<file path="config.mk">
export PLATFORM = sky130hd
export DESIGN_NAME = wb_shared_arbiter
export DESIGN_NICKNAME = d
export VERILOG_FILES = /design/src/rtl/wb_shared_arbiter_pkg.sv /design/src/rtl/wb_shared_arbiter_pick.sv /design/src/rtl/wb_shared_arbiter.sv
export SDC_FILE = /design/constraint.sdc
export NUM_CORES = 1
export LEC_CHECK = 0
export ABC_CLOCK_PERIOD_IN_PS = 3020
export CAP_MARGIN = 20
export CORE_AREA = 2 2 122 124
export CTS_CLUSTER_SIZE = 30
export DETAILED_ROUTE_END_ITERATION = 8
export DIE_AREA = 0 0 124 126
export GPL_ROUTABILITY_DRIVEN = 1
export PLACE_DENSITY = 0.6
export SLEW_MARGIN = 0
export SYNTH_ARGS = -nofsm -noshare
export SYNTH_HDL_FRONTEND = slang
export SYNTH_SLANG_ARGS = --single-unit
</file>
<file path="constraint.sdc">
create_clock -name wb_clk_i -period 3.02 [get_ports wb_clk_i]
set_input_delay 0.604 -clock wb_clk_i [delete_from_list [all_inputs] [get_ports wb_clk_i]]
set_output_delay 0.604 -clock wb_clk_i [all_outputs]
set_load 0.01 [all_outputs]
</file>
<file path="src/rtl/wb_shared_arbiter_pkg.sv">
// rtl/wb_shared_arbiter_pkg.sv - shared types and constants for the Wishbone CPU/DMA arbiter
//
// Purpose: arbiter state encoding, grant bit positions and a grant-vector decode
//          helper shared by wb_shared_arbiter and wb_arb_pick.
// Ports:   none (package).
package wb_shared_arbiter_pkg;

  typedef enum logic [1:0] {
    IDLE    = 2'd0,
    GNT_CPU = 2'd1,
    GNT_DMA = 2'd2
  } arb_state_e;

  localparam int GNT_CPU_BIT = 0;
  localparam int GNT_DMA_BIT = 1;

  // One-hot (or zero) grant vector for a given state; never 2'b11.
  function automatic logic [1:0] grant_of(input arb_state_e st);
    logic [1:0] g;
    g = 2'b00;
    if (st == GNT_CPU) g[GNT_CPU_BIT] = 1'b1;
    if (st == GNT_DMA) g[GNT_DMA_BIT] = 1'b1;
    return g;
  endfunction

endpackage

</file>
<file path="src/rtl/wb_shared_arbiter_pick.sv">
// rtl/wb_shared_arbiter_pick.sv - combinational CPU/DMA tie-break for the shared arbiter
//
// Purpose: chooses which requesting master wins when the arbiter is idle.
//          A lone requester always wins. On a tie the master that was not
//          granted last wins; holding last_cpu at 0 gives fixed CPU priority.
// Ports:
//   cpu_req  in  1  CPU has cyc and stb high
//   dma_req  in  1  DMA has cyc and stb high
//   last_cpu in  1  CPU received the most recent grant
//   pick_cpu out 1  grant the CPU next
//   pick_dma out 1  grant the DMA next (never together with pick_cpu)
module wb_arb_pick
  import wb_shared_arbiter_pkg::*;
(
  input  logic cpu_req,
  input  logic dma_req,
  input  logic last_cpu,
  output logic pick_cpu,
  output logic pick_dma
);

  assign pick_cpu = cpu_req && (!dma_req || !last_cpu);
  assign pick_dma = dma_req && (!cpu_req ||  last_cpu);

endmodule

</file>
<file path="src/rtl/wb_shared_arbiter.sv">
// rtl/wb_shared_arbiter.sv - two-master (CPU, DMA) to one-slave Wishbone arbiter
//
// Purpose: grants the shared slave to one master for exactly one transfer.
//          A request seen in IDLE is granted at the next edge; the granted
//          master's bus is mirrored combinationally to the slave; ack/read
//          data are routed only to the grant holder. An ack or a dropped cyc
//          ends the grant at the next edge.
// Configuration: define WB_ARB_ROUND_ROBIN_EN for round-robin tie-break
//          (last-grant register, reset value DMA); otherwise CPU has fixed
//          priority over DMA.
// Ports:
//   wb_clk_i, wb_rst_i          clock, asynchronous active-high reset
//   cpu_{cyc,stb,we,sel,adr,dat}_i  CPU master request side
//   cpu_ack_o, cpu_dat_o        CPU master response side
//   dma_{cyc,stb,we,sel,adr,dat}_i  DMA master request side
//   dma_ack_o, dma_dat_o        DMA master response side
//   s_{cyc,stb,we,sel,adr,dat}_o    shared slave request side
//   s_ack_i, s_dat_i            shared slave response side
//   grant_o                     registered grant: bit0 CPU, bit1 DMA
module wb_shared_arbiter
  import wb_shared_arbiter_pkg::*;
#(
  parameter int AW = 32,
  parameter int DW = 32
) (
  input  logic          wb_clk_i,
  input  logic          wb_rst_i,

  input  logic          cpu_cyc_i,
  input  logic          cpu_stb_i,
  input  logic          cpu_we_i,
  input  logic [3:0]    cpu_sel_i,
  input  logic [AW-1:0] cpu_adr_i,
  input  logic [DW-1:0] cpu_dat_i,
  output logic          cpu_ack_o,
  output logic [DW-1:0] cpu_dat_o,

  input  logic          dma_cyc_i,
  input  logic          dma_stb_i,
  input  logic          dma_we_i,
  input  logic [3:0]    dma_sel_i,
  input  logic [AW-1:0] dma_adr_i,
  input  logic [DW-1:0] dma_dat_i,
  output logic          dma_ack_o,
  output logic [DW-1:0] dma_dat_o,

  output logic          s_cyc_o,
  output logic          s_stb_o,
  output logic          s_we_o,
  output logic [3:0]    s_sel_o,
  output logic [AW-1:0] s_adr_o,
  output logic [DW-1:0] s_dat_o,
  input  logic          s_ack_i,
  input  logic [DW-1:0] s_dat_i,

  output logic [1:0]    grant_o
);

  arb_state_e state_q, state_d;
  logic [1:0] grant_q;
  logic       cpu_req, dma_req;
  logic       pick_cpu, pick_dma;
  logic       last_cpu;

  assign cpu_req = cpu_cyc_i && cpu_stb_i;
  assign dma_req = dma_cyc_i && dma_stb_i;

  wb_arb_pick u_pick (
    .cpu_req  (cpu_req),
    .dma_req  (dma_req),
    .last_cpu (last_cpu),
    .pick_cpu (pick_cpu),
    .pick_dma (pick_dma)
  );

`ifdef WB_ARB_ROUND_ROBIN_EN
  // Remembers who won the last arbitration; reset as if DMA had, so the
  // first tie goes to the CPU.
  logic last_cpu_q;
  always_ff @(posedge wb_clk_i or posedge wb_rst_i) begin
    if (wb_rst_i) begin
      last_cpu_q <= 1'b0;
    end else if (state_q == IDLE) begin
      if (pick_cpu)      last_cpu_q <= 1'b1;
      else if (pick_dma) last_cpu_q <= 1'b0;
    end
  end
  assign last_cpu = last_cpu_q;
`else
  assign last_cpu = 1'b0;
`endif

  // A grant ends on ack or when its owner abandons the cycle; either way the
  // arbiter passes through IDLE, which is what makes one grant = one transfer.
  always_comb begin
    state_d = state_q;
    case (state_q)
      IDLE: begin
        if (pick_cpu)      state_d = GNT_CPU;
        else if (pick_dma) state_d = GNT_DMA;
      end
      GNT_CPU: if (!cpu_cyc_i || s_ack_i) state_d = IDLE;
      GNT_DMA: if (!dma_cyc_i || s_ack_i) state_d = IDLE;
      default: state_d = IDLE;
    endcase
  end

  always_ff @(posedge wb_clk_i or posedge wb_rst_i) begin
    if (wb_rst_i) begin
      state_q <= IDLE;
      grant_q <= 2'b00;
    end else begin
      state_q <= state_d;
      grant_q <= grant_of(state_d);
    end
  end

  assign grant_o = grant_q;

  // Slave-side mux; IDLE drives an all-zero bus.
  always_comb begin
    s_cyc_o = 1'b0;
    s_stb_o = 1'b0;
    s_we_o  = 1'b0;
    s_sel_o = 4'h0;
    s_adr_o = '0;
    s_dat_o = '0;
    case (state_q)
      GNT_CPU: begin
        s_cyc_o = cpu_cyc_i;
        s_stb_o = cpu_stb_i;
        s_we_o  = cpu_we_i;
        s_sel_o = cpu_sel_i;
        s_adr_o = cpu_adr_i;
        s_dat_o = cpu_dat_i;
      end
      GNT_DMA: begin
        s_cyc_o = dma_cyc_i;
        s_stb_o = dma_stb_i;
        s_we_o  = dma_we_i;
        s_sel_o = dma_sel_i;
        s_adr_o = dma_adr_i;
        s_dat_o = dma_dat_i;
      end
      default: ;
    endcase
  end

  // Ack is qualified by the owner's cyc so an ack landing in the abort cycle
  // is discarded just like a late one.
  assign cpu_ack_o = (state_q == GNT_CPU) && cpu_cyc_i && s_ack_i;
  assign dma_ack_o = (state_q == GNT_DMA) && dma_cyc_i && s_ack_i;
  assign cpu_dat_o = (state_q == GNT_CPU) ? s_dat_i : '0;
  assign dma_dat_o = (state_q == GNT_DMA) ? s_dat_i : '0;

endmodule

</file>
; ---- Word level (Yosys, flattened, before mapping)
; Index checks and enable logic that the tools add are counted.
[totals]
ff_bits = 4
latch_bits = 0
ram_bits = 0
rom_bits = 0
wordCells = 34
memories = 0
[op_classes]
addsub = 0
n_mul = 0
div_mod_pow = 0
n_lt_le_gt_ge = 0
eq_ne = 4
n_shift = 0
muxes = 15
bitwise = 0
n_reduce_logical = 13
[ops]
columns = operator, count
row1 = $pmux 32 s2, 2
row2 = $mux 32, 2
row3 = $mux 2, 4
row4 = $pmux 4 s2, 1
row5 = $logic_and 1x1->1, 7
row6 = $pmux 1 s2, 3
row7 = $pmux 2 s3, 1
row8 = $eq 2x1->1 const B, 2
row9 = $eq 2x2->1 const B, 2
row10 = $logic_not 1->1, 3
row11 = $logic_not 2->1, 1
row12 = $logic_or 1x1->1, 2
row13 = $mux 1, 2

; ---- Logic depth before layout (Yosys ltp)
; Gate-level depths: netlist (run 1).
[logic_depth]
ltp_word = 8
mapped_depth = 7
depth_no_buf = 5

; ---- By module
; Synthesis (run 1) repeated with hierarchy kept, for this count alone.
[hier_totals]
cells_unflattened = 269
area_unflattened_um2 = 1836.8
[by_module_without_submodules]
columns = module, n_inst, cells_per_inst, area_each_um2
row1 = wb_shared_arbiter, 1, 266, 1818.0
row2 = wb_arb_pick, 1, 3, 18.8

; ---- Worst setup path after synthesis (run 1)
; Ideal clock, no wire load.
[synth_timing]
path_type = register to output
from = register state_q[0]
to = output s_adr_o[0]
arrival_ps = 1340
required_ps = 2416
slack_ps = 1076
path_stages_with_launch = 8
n_path_buf = 3
cell_sequence = dfrtp_1 inv_1 ha_1 clkbuf_2 buf_2 buf_4 a22oi_1 nor2b_1
[synth_via]
elab_chain_cells = 2
word_cells_on_any_way = 3
cone_classes = eq/ne: 2 / mux: 1
[synth_lines]
columns = element, line
row1 = "start, declared", wb_shared_arbiter.sv:59  ; arb_state_e state_q, state_d;
row2 = "start signal, assigned", wb_shared_arbiter.sv:113  ; state_q <= state_d;
row3 = $eq 2x2->1 / $eq 2x1->1 (equally long branches), wb_shared_arbiter.sv:128  ; case (state_q)
row4 = $pmux 32 s2 (*), wb_shared_arbiter.sv:128
row5 = "end, declared", wb_shared_arbiter.sv:51  ; output logic [AW-1:0] s_adr_o,
; Every way passes the cells marked *; elsewhere a longest branch is shown, timed or not.

; ---- Worst setup path in the final report (run 1)
[layout_timing]
from = register state_q[1]
to = output s_dat_o[26]
[layout_via]
elab_chain_cells = 2
word_cells_on_any_way = 3
cone_classes = eq/ne: 2 / mux: 1
[layout_lines]
columns = element, line
row1 = $eq 2x2->1 / $eq 2x1->1 (equally long branches), wb_shared_arbiter.sv:128
row2 = $pmux 32 s2 (*), wb_shared_arbiter.sv:128
row3 = "end, declared", wb_shared_arbiter.sv:52  ; output logic [DW-1:0] s_dat_o,
; Marked as above.

==> metrics.md, run 1 <==
| Metric | Value |
|---|---|
| Status | `finished clean` |
| Vias in the first global route | `approximately 3,000` |
| Setup slack, reg-to-reg | `1410 ps` |
| CTS tree | `built` |
| Total Die Area | `0.0156 sq mm` |
| Synth Area per Inst | `~7 sq um` |
| Int Power | `between 1.5 and 2 mW` |
| Measured slew at the worst slew-check pin | `330 ps` |
| Peak supply drop | `between 0.3 and 0.4 mV` |
| Buf/Inv on CP | `3` |
| Largest net degree at the start of global routing | `53` |
| Port Buffers | `between 300 and 400` |
| Critical path fanouts, max | `50` |
| Post-synth cell types | `20` |
| Endpoints failing hold | `0` |
| Drt first pass iters | `4` |
| R2r endpoint | `grant_o[1]$_DFF_PP0_` |
| Max Clock Skew | `between 2 and 2.5 ps` |
| Share of cells above drive strength 1 | `~3.4%` |
| Ys flop type | `dfrtp_1` |
| Via count | `roughly 3,000` |
| Critical Path End Type | `primary output` |
| Critical path, cell by cell | `inv_1, ha_4, buf_12, a22oi_1, nor2b_1, clkdlybuf4s50_1` |
| Die H | `around 130 um` |
| GR Util met2 | `24.9%` |
| Reg power frac | `~3.0%` |
| RePlAce Congestion | `between 0.8 and 0.9` |
| Type of origin of the critical path | `register` |
| Net switching power | `~1.4 mW` |
| Crit path arrival time | `~2200 ps` |
| Final period util | `93.7%` |
| Placed cell count | `738` |
| Crit path max-delay family | `buffers and inverters` |
| Fin area | `between 0.005 and 0.006 sq mm` |
| Max Freq | `roughly 350 MHz` |
| Post-Syn Area | `0.00179 sq mm` |
| Synth warnings | `0` |
| Slowest CP cell | `clkdlybuf4s50_1` |
| Hold crit path type | `primary input to async pin` |
| Gate power share | `90.8%` |
| H-tree levels | `1` |
| Total Wirelength | `11,700 um` |
| Ports | `approximately 320` |
| Core area | `0.0143 sq mm` |
| Initial Util | `about an eighth` |
| RR Startpoint | `state_q[1]$_DFF_PP0_` |
| Layout area overhead | `194%` |
| GR Layer Usage met1 | `between 10% and 20%` |
| Setup Viol. Count Final | `0` |
| Layout filler cell count | `between 1,000 and 1,500` |
| CTS clk-pin slew, worst paths | `30 ps` |
| Remaining DRCs | `0` |
| Slowest stage delay, CP | `between 500 and 600 ps` |
| Final worst path period need | `2830 ps` |
| Placement Setup Slack | `257 ps` |
| Die Wd | `between 100 and 150 um` |
| Row cnt | `44` |
| GRT Overall Usage | `13.2%` |
| # hold bufs at CTS | `0` |
| GRT overflow | `0` |
| Synth Instances | `262` |
| Initial antenna violation count | `0` |
| RSZ-0062 raised after global routing | `no` |
| TritonCTS buffer count | `3` |
| Final worst slack | `between 150 and 200 ps` |
| Top-count cell post-synth | `nor2b_1` |
| Synth top cells by count | `nor2b_1 (72), a22oi_1 (70), and2_1 (65), clkbuf_1 (14), buf_2 (12)` |
| Setup TNS | `0 ps` |
| Worst slew margin | `between 70% and 80%` |
| First-pass GRT wire length | `16,600 um` |
| Layout Nets | `744` |
| Seq/Total Area, Yosys | `under 10%` |
| Iteration-0 DRC Markers | `approximately 130` |
| CP Data Required Time | `between 2000 and 2500 ps` |
| Worst skew pair latency | `between 200 and 250 ps` |
| Slew Limit Fails | `0` |
| Met3 usage | `roughly 3%` |
| Max-cap check violation count | `0` |
| Async SR Flop Fraction | `100%` |
| Worst-case reg-to-reg path depth | `5` |
| Ant diodes | `0` |
| Yosys reg bits | `4` |
| Critical path type | `register to primary output` |
| Wire length per cell | `15.7 um` |
| # clock sinks | `4` |
| Gr busiest metal | `met2` |
| Cell taking the most area after synthesis | `a22oi_1` |
| Total Power | `3.34 mW` |
| CTS root buf | `clkbuf_16` |
| DP HPWL | `9310 um` |
| Final cell count without fillers | `~750` |
| Via/cell ratio | `around 4.1` |
| Placed Area | `between 0.005 and 0.006 sq mm` |
| Synthesized Nets | `443` |
| Switching Share | `roughly two fifths` |
| Number of flops mapped to enable cells by yosys | `0` |
| P per Cell Area | `approximately 640 mW/mm^2` |
| Clk pwr share | `under 10%` |
| CTS Buffer Depth | `2` |
| Synth top area share | `between 20% and 30%` |
| Lkg Pwr | `1.82 nW` |
| Top post-synthesis cells by area | `a22oi_1 (29%), nor2b_1 (25%), and2_1 (23%), dfrtp_1 (5.6%), buf_2 (3.4%)` |
| Routed Antenna Nets | `0` |
[cell type report]
| type | count | area (sq um) | share of cell area [%] |
|---|---|---|---|
| flip-flops and latches | 4 | 100 | 1.91 |
| inverters | 3 | 11.3 | 0.215 |
| multi-input cells | 224 | 1550 | 29.6 |
| well taps | 184 | 230 | 4.39 |
| repair buffers | 327 | 3280 | 62.5 |
| clock buffers | 3 | 75.1 | 1.43 |
[worst max-delay path by stage]
stage                    startpoint          end  slack, ps  cells past startpoint
6_report       state_q[1]$_DFF_PP0_  s_dat_o[26]        190                      6
5_1_grt        state_q[1]$_DFF_PP0_  s_dat_o[26]         50                      6
4_1_cts        state_q[0]$_DFF_PP0_  s_dat_o[26]         10                      6
3_5_place_dp   state_q[0]$_DFF_PP0_  s_dat_o[26]        260                      6
3_3_place_gp   state_q[0]$_DFF_PP0_  s_dat_o[24]        330                      6
2_1_floorplan  state_q[0]$_DFF_PP0_   s_adr_o[0]       1080                      7
[cell families (layout without fill, tap and decap cells)]
| kind of cell | Yosys count | after routing | synth area share [%] |
|---|---|---|---|
| flip-flops | 4 | 4 | 5.61 |
| AND/OR/NAND/NOR | 144 | 144 | 50.5 |
| AO/OA/AOI/OAI | 76 | 76 | 32.2 |
| buffers and inverters | 34 | 333 | 8.90 |
| adder cells (fa/ha/maj) | 4 | 4 | 2.80 |
[layer usage]
metal / wire length [um] / up-vias
met5: 0 / -
met4: 136 / 0
met3: 1110 / 12
met2: 6060 / 154
met1: 4380 / 1406
li1: - / 1512
[sequential cells by signal, indices dropped and copies added (netlist names)]
| signal | flops |
|---|---|
| state_q | 2 |
| grant_o | 2 |
[stage by stage]
stage,utilization (%),hold WS [ps]
6_report,36.7,562
5_1_grt,36.7,590
4_1_cts,36.4,564
3_5_place_dp,35.9,757
3_3_place_gp,35.9,726
2_1_floorplan,-,370
[placed cells by master (no fill, tap or decap), types with 2 or more instances in the layout]
cell type	count
a22oi_1	70
ha_4	2
buf_4	8
and3_1	3
clkbuf_16	3
dfrtp_1	4
inv_1	3
clkdlybuf4s50_1	315
nand2_1	2
and2_1	65
buf_12	2
nor2b_1	72
[repair_timing]
item                       4_1_cts  5_1_grt
resized for setup                0        1
setup buffers                    0        4
setup endpoints to repair        0       51
hold endpoints to repair         0        0
[worst reg2reg max path, cell delays in order, from the launching register on]
cell     delay, ps
dfrtp_1        440
inv_1          120
ha_4           240
a22o_1         260
a32o_1         250
and4b_1        180
[power groups by stage]
| stage | registers [mW] | clock network, mW | logic, mW |
|---|---|---|---|
| after floorplan | 0.0961 | 0 | 1.49 |
| after global placement | 0.0984 | 0 | 2.97 |
| after detailed placement | 0.100 | 0 | 3.01 |
| after CTS | 0.0995 | 0.213 | 3.02 |
| after global routing | 0.105 | 0.217 | 3.29 |
| final | 0.0991 | 0.209 | 3.04 |
Power figures use the tool's default switching activity.
==> run 2, diff against run 1 <==
--- a/config.mk
+++ b/config.mk
@@ -5,14 +5,14 @@
 export SDC_FILE = /design/constraint.sdc
 export NUM_CORES = 1
 export LEC_CHECK = 0
-export ABC_CLOCK_PERIOD_IN_PS = 3020
+export ABC_CLOCK_PERIOD_IN_PS = 3000
 export CAP_MARGIN = 20
-export CORE_AREA = 2 2 122 124
+export CORE_AREA = 2 2 124 126
 export CTS_CLUSTER_SIZE = 30
 export DETAILED_ROUTE_END_ITERATION = 8
-export DIE_AREA = 0 0 124 126
+export DIE_AREA = 0 0 126 128
 export GPL_ROUTABILITY_DRIVEN = 1
-export PLACE_DENSITY = 0.6
+export PLACE_DENSITY = 0.59
 export SLEW_MARGIN = 0
 export SYNTH_ARGS = -nofsm -noshare
 export SYNTH_HDL_FRONTEND = slang
==> constraint.sdc (replaced) <==
create_clock -name wb_clk_i -period 3 [get_ports wb_clk_i]
set_input_delay 0.6 -clock wb_clk_i [delete_from_list [all_inputs] [get_ports wb_clk_i]]
set_output_delay 0.6 -clock wb_clk_i [all_outputs]
set_load 0.01 [all_outputs]
==> metrics.md, run 2 (synthesis results as in run 1) <==
| Metric | Value |
|---|---|
| Initial antenna violation count | `0 (unchanged)` |
| RePlAce Congestion | `0.837 (-5.1%)` |
| Multi-input logic area | `0.00155 sq mm (unchanged)` |
| Hold crit path type | `primary input to async pin` |
| CTS root buf | `clkbuf_16` |
| Max Clock Skew | `1.84 ps (-0.600 ps)` |
| Lkg Pwr | `1.79 nW (-1.5%)` |
| Via count | `3,081 (-0.097%)` |
| CTS tree | `built` |
| Type of origin of the critical path | `register` |
| Layout area overhead | `193%` |
| Post-CTS Setup Inserts | `0 (unchanged)` |
| GRT Overall Usage | `11.8% (-1.4 points)` |
| Placed Area | `0.00515 sq mm (+0.29%)` |
| Ports | `316 (unchanged)` |
| H-tree levels | `1 (unchanged)` |
| Routed Antenna Nets | `0 (unchanged)` |
| Share of cells above drive strength 1 | `2.34% (-1.0 points)` |
| Port Buffers | `315 (unchanged)` |
| CTS Buffer Depth | `2 (unchanged)` |
| TritonCTS buffer count | `3 (unchanged)` |
| Status | `finished clean` |
| Layout filler cell count | `1,521 (+3.6%)` |
| Slowest stage delay, CP | `560 ps (+20 ps)` |
| Worst-case reg-to-reg path depth | `6 (+1)` |
| R2r endpoint | `grant_o[1]$_DFF_PP0_` |
| CTS clk-pin slew, worst paths | `30 ps (about the same)` |
| Ant diodes | `0 (unchanged)` |
| Max Freq | `around 360 MHz` |
| Leading cell type in the layout, fill and taps excluded | `clkdlybuf4s50_1` |
| Sequential Area | `100 sq um (unchanged)` |
| Remaining DRCs | `0 (unchanged)` |
| # hold bufs at CTS | `0 (unchanged)` |
| Row cnt | `45 (+2.3%)` |
| Setup TNS | `0 ps (unchanged)` |
| Crit path arrival time | `2200 ps (-30 ps)` |
| GRT overflow | `0 (unchanged)` |
| Critical path type | `register to primary output` |
| Die Wd | `126 um (+1.6%)` |
| First-pass GRT wire length | `15,700 um (-5.0%)` |
| Max-cap check violation count | `0 (unchanged)` |
| Measured slew at the worst slew-check pin | `321 ps (-8.63 ps)` |
| Total Wirelength | `10,800 um (-7.4%)` |
| Peak supply drop | `0.350 mV (-2.6%)` |
| Via/cell ratio | `4.15 (+0.17%)` |
| Total Die Area | `0.0161 sq mm (+3.2%)` |
| Final period util | `93.4%` |
| Core area | `0.0149 sq mm (+3.8%)` |
| Largest net degree at the start of global routing | `60 (+13%)` |
| Layout Nets | `738 (-0.81%)` |
| Vias in the first global route | `3,069 (+1.0%)` |
| Endpoints failing hold | `0 (unchanged)` |
| Worst skew pair latency | `220 ps (about the same)` |
| Most frequent cells in the layout | `clkdlybuf4s50_1 (315), nor2b_1 (72), a22oi_1 (70)` |
| Slowest CP cell | `clkdlybuf4s50_1` |
| Setup Viol. Count Final | `0 (unchanged)` |
| # clock sinks | `4 (unchanged)` |
| Critical path, cell by cell | `inv_1, ha_2, buf_4, nor2b_1, clkdlybuf4s50_1` |
| Iteration-0 DRC Markers | `77 (-42%)` |
| Post-CTS sizing | `0 (unchanged)` |
| Critical path origin | `state_q[0]$_DFF_PP0_` |
| Initial Util | `12.0% (-0.46 points)` |
| DP HPWL | `8840 um (-5.1%)` |
| Die H | `128 um (+1.6%)` |
| Critical Path End Type | `primary output` |
| Fin area | `0.00522 sq mm (-0.48%)` |
| CP Data Required Time | `2400 ps (-20 ps)` |
| Worst slew margin | `78.6% (+0.68 points)` |
| Setup slack, reg-to-reg | `1250 ps (-160 ps)` |
| Slew Limit Fails | `0 (unchanged)` |
| Wire length per cell | `14.6 um (-7.1%)` |
| RSZ-0062 raised after global routing | `no` |
| Setup crit end | `s_adr_o[0]` |
| Total Power | `3.28 mW (-1.9%)` |
| Final worst path period need | `2800 ps` |
| RR Startpoint | `state_q[0]$_DFF_PP0_` |
| Critical path fanouts, max | `43 (-14%)` |
| Drt first pass iters | `4 (unchanged)` |
| P per Cell Area | `628 mW/mm^2 (-1.5%)` |
run 2: where the power goes:
part	internal (mW)	leakage (nW)	switching [mW]
clock	0.170	0.0370	0.0368
combinational	1.68	1.70	1.29
sequential	0.0764	0.0526	0.0249
run 2: area by class of cell:
cell class / instances / area share (%)
multi-input cells: 224 / 29.7
repair buffers: 321 / 62.2
flip-flops and latches: 4 / 1.92
clock buffers: 3 / 1.44
well taps: 188 / 4.50
inverters: 3 / 0.216
run 2: stage by stage:
| step | setup slack (ps) | instances | utilization [%] | hold slack, ps |
|---|---|---|---|---|
| final | 197 | 743 | 35.1 | 560 |
| after global routing | 32.2 | 743 | 35.1 | 586 |
| after CTS | 155 | 743 | 35.1 | 568 |
| after detailed placement | 388 | 740 | 34.6 | 747 |
| after global placement | 423 | 740 | 34.6 | 736 |
| after floorplan | 1060 | 262 | - | 366 |
run 2: how the worst min path moves through the flow:
stage,depth (start not counted),endpoint,slack [ps]
3_5_place_dp,2,grant_o[0]$_DFF_PP0_,750
3_3_place_gp,2,state_q[0]$_DFF_PP0_,740
4_1_cts,2,state_q[0]$_DFF_PP0_,570
6_report,2,state_q[0]$_DFF_PP0_,560
5_1_grt,2,grant_o[1]$_DFF_PP0_,590
2_1_floorplan,1,grant_o[0]$_DFF_PP0_,370
run 2: metal layers:
metal	up-vias	track usage (%)	part of all wire [%]
met2	179	22.9	51
met5	-	0	0
met1	1384	12.8	38
met4	0	2.84	1.7
li1	1502	-	-
met3	16	3.13	8.9
run 2: critical path, delay by kind of cell (launching register included):
family,cells,cell delay [ps]
AND/OR/NAND/NOR,1,190
adder cells (fa/ha/maj),1,340
flip-flops,1,440
buffers and inverters,3,990
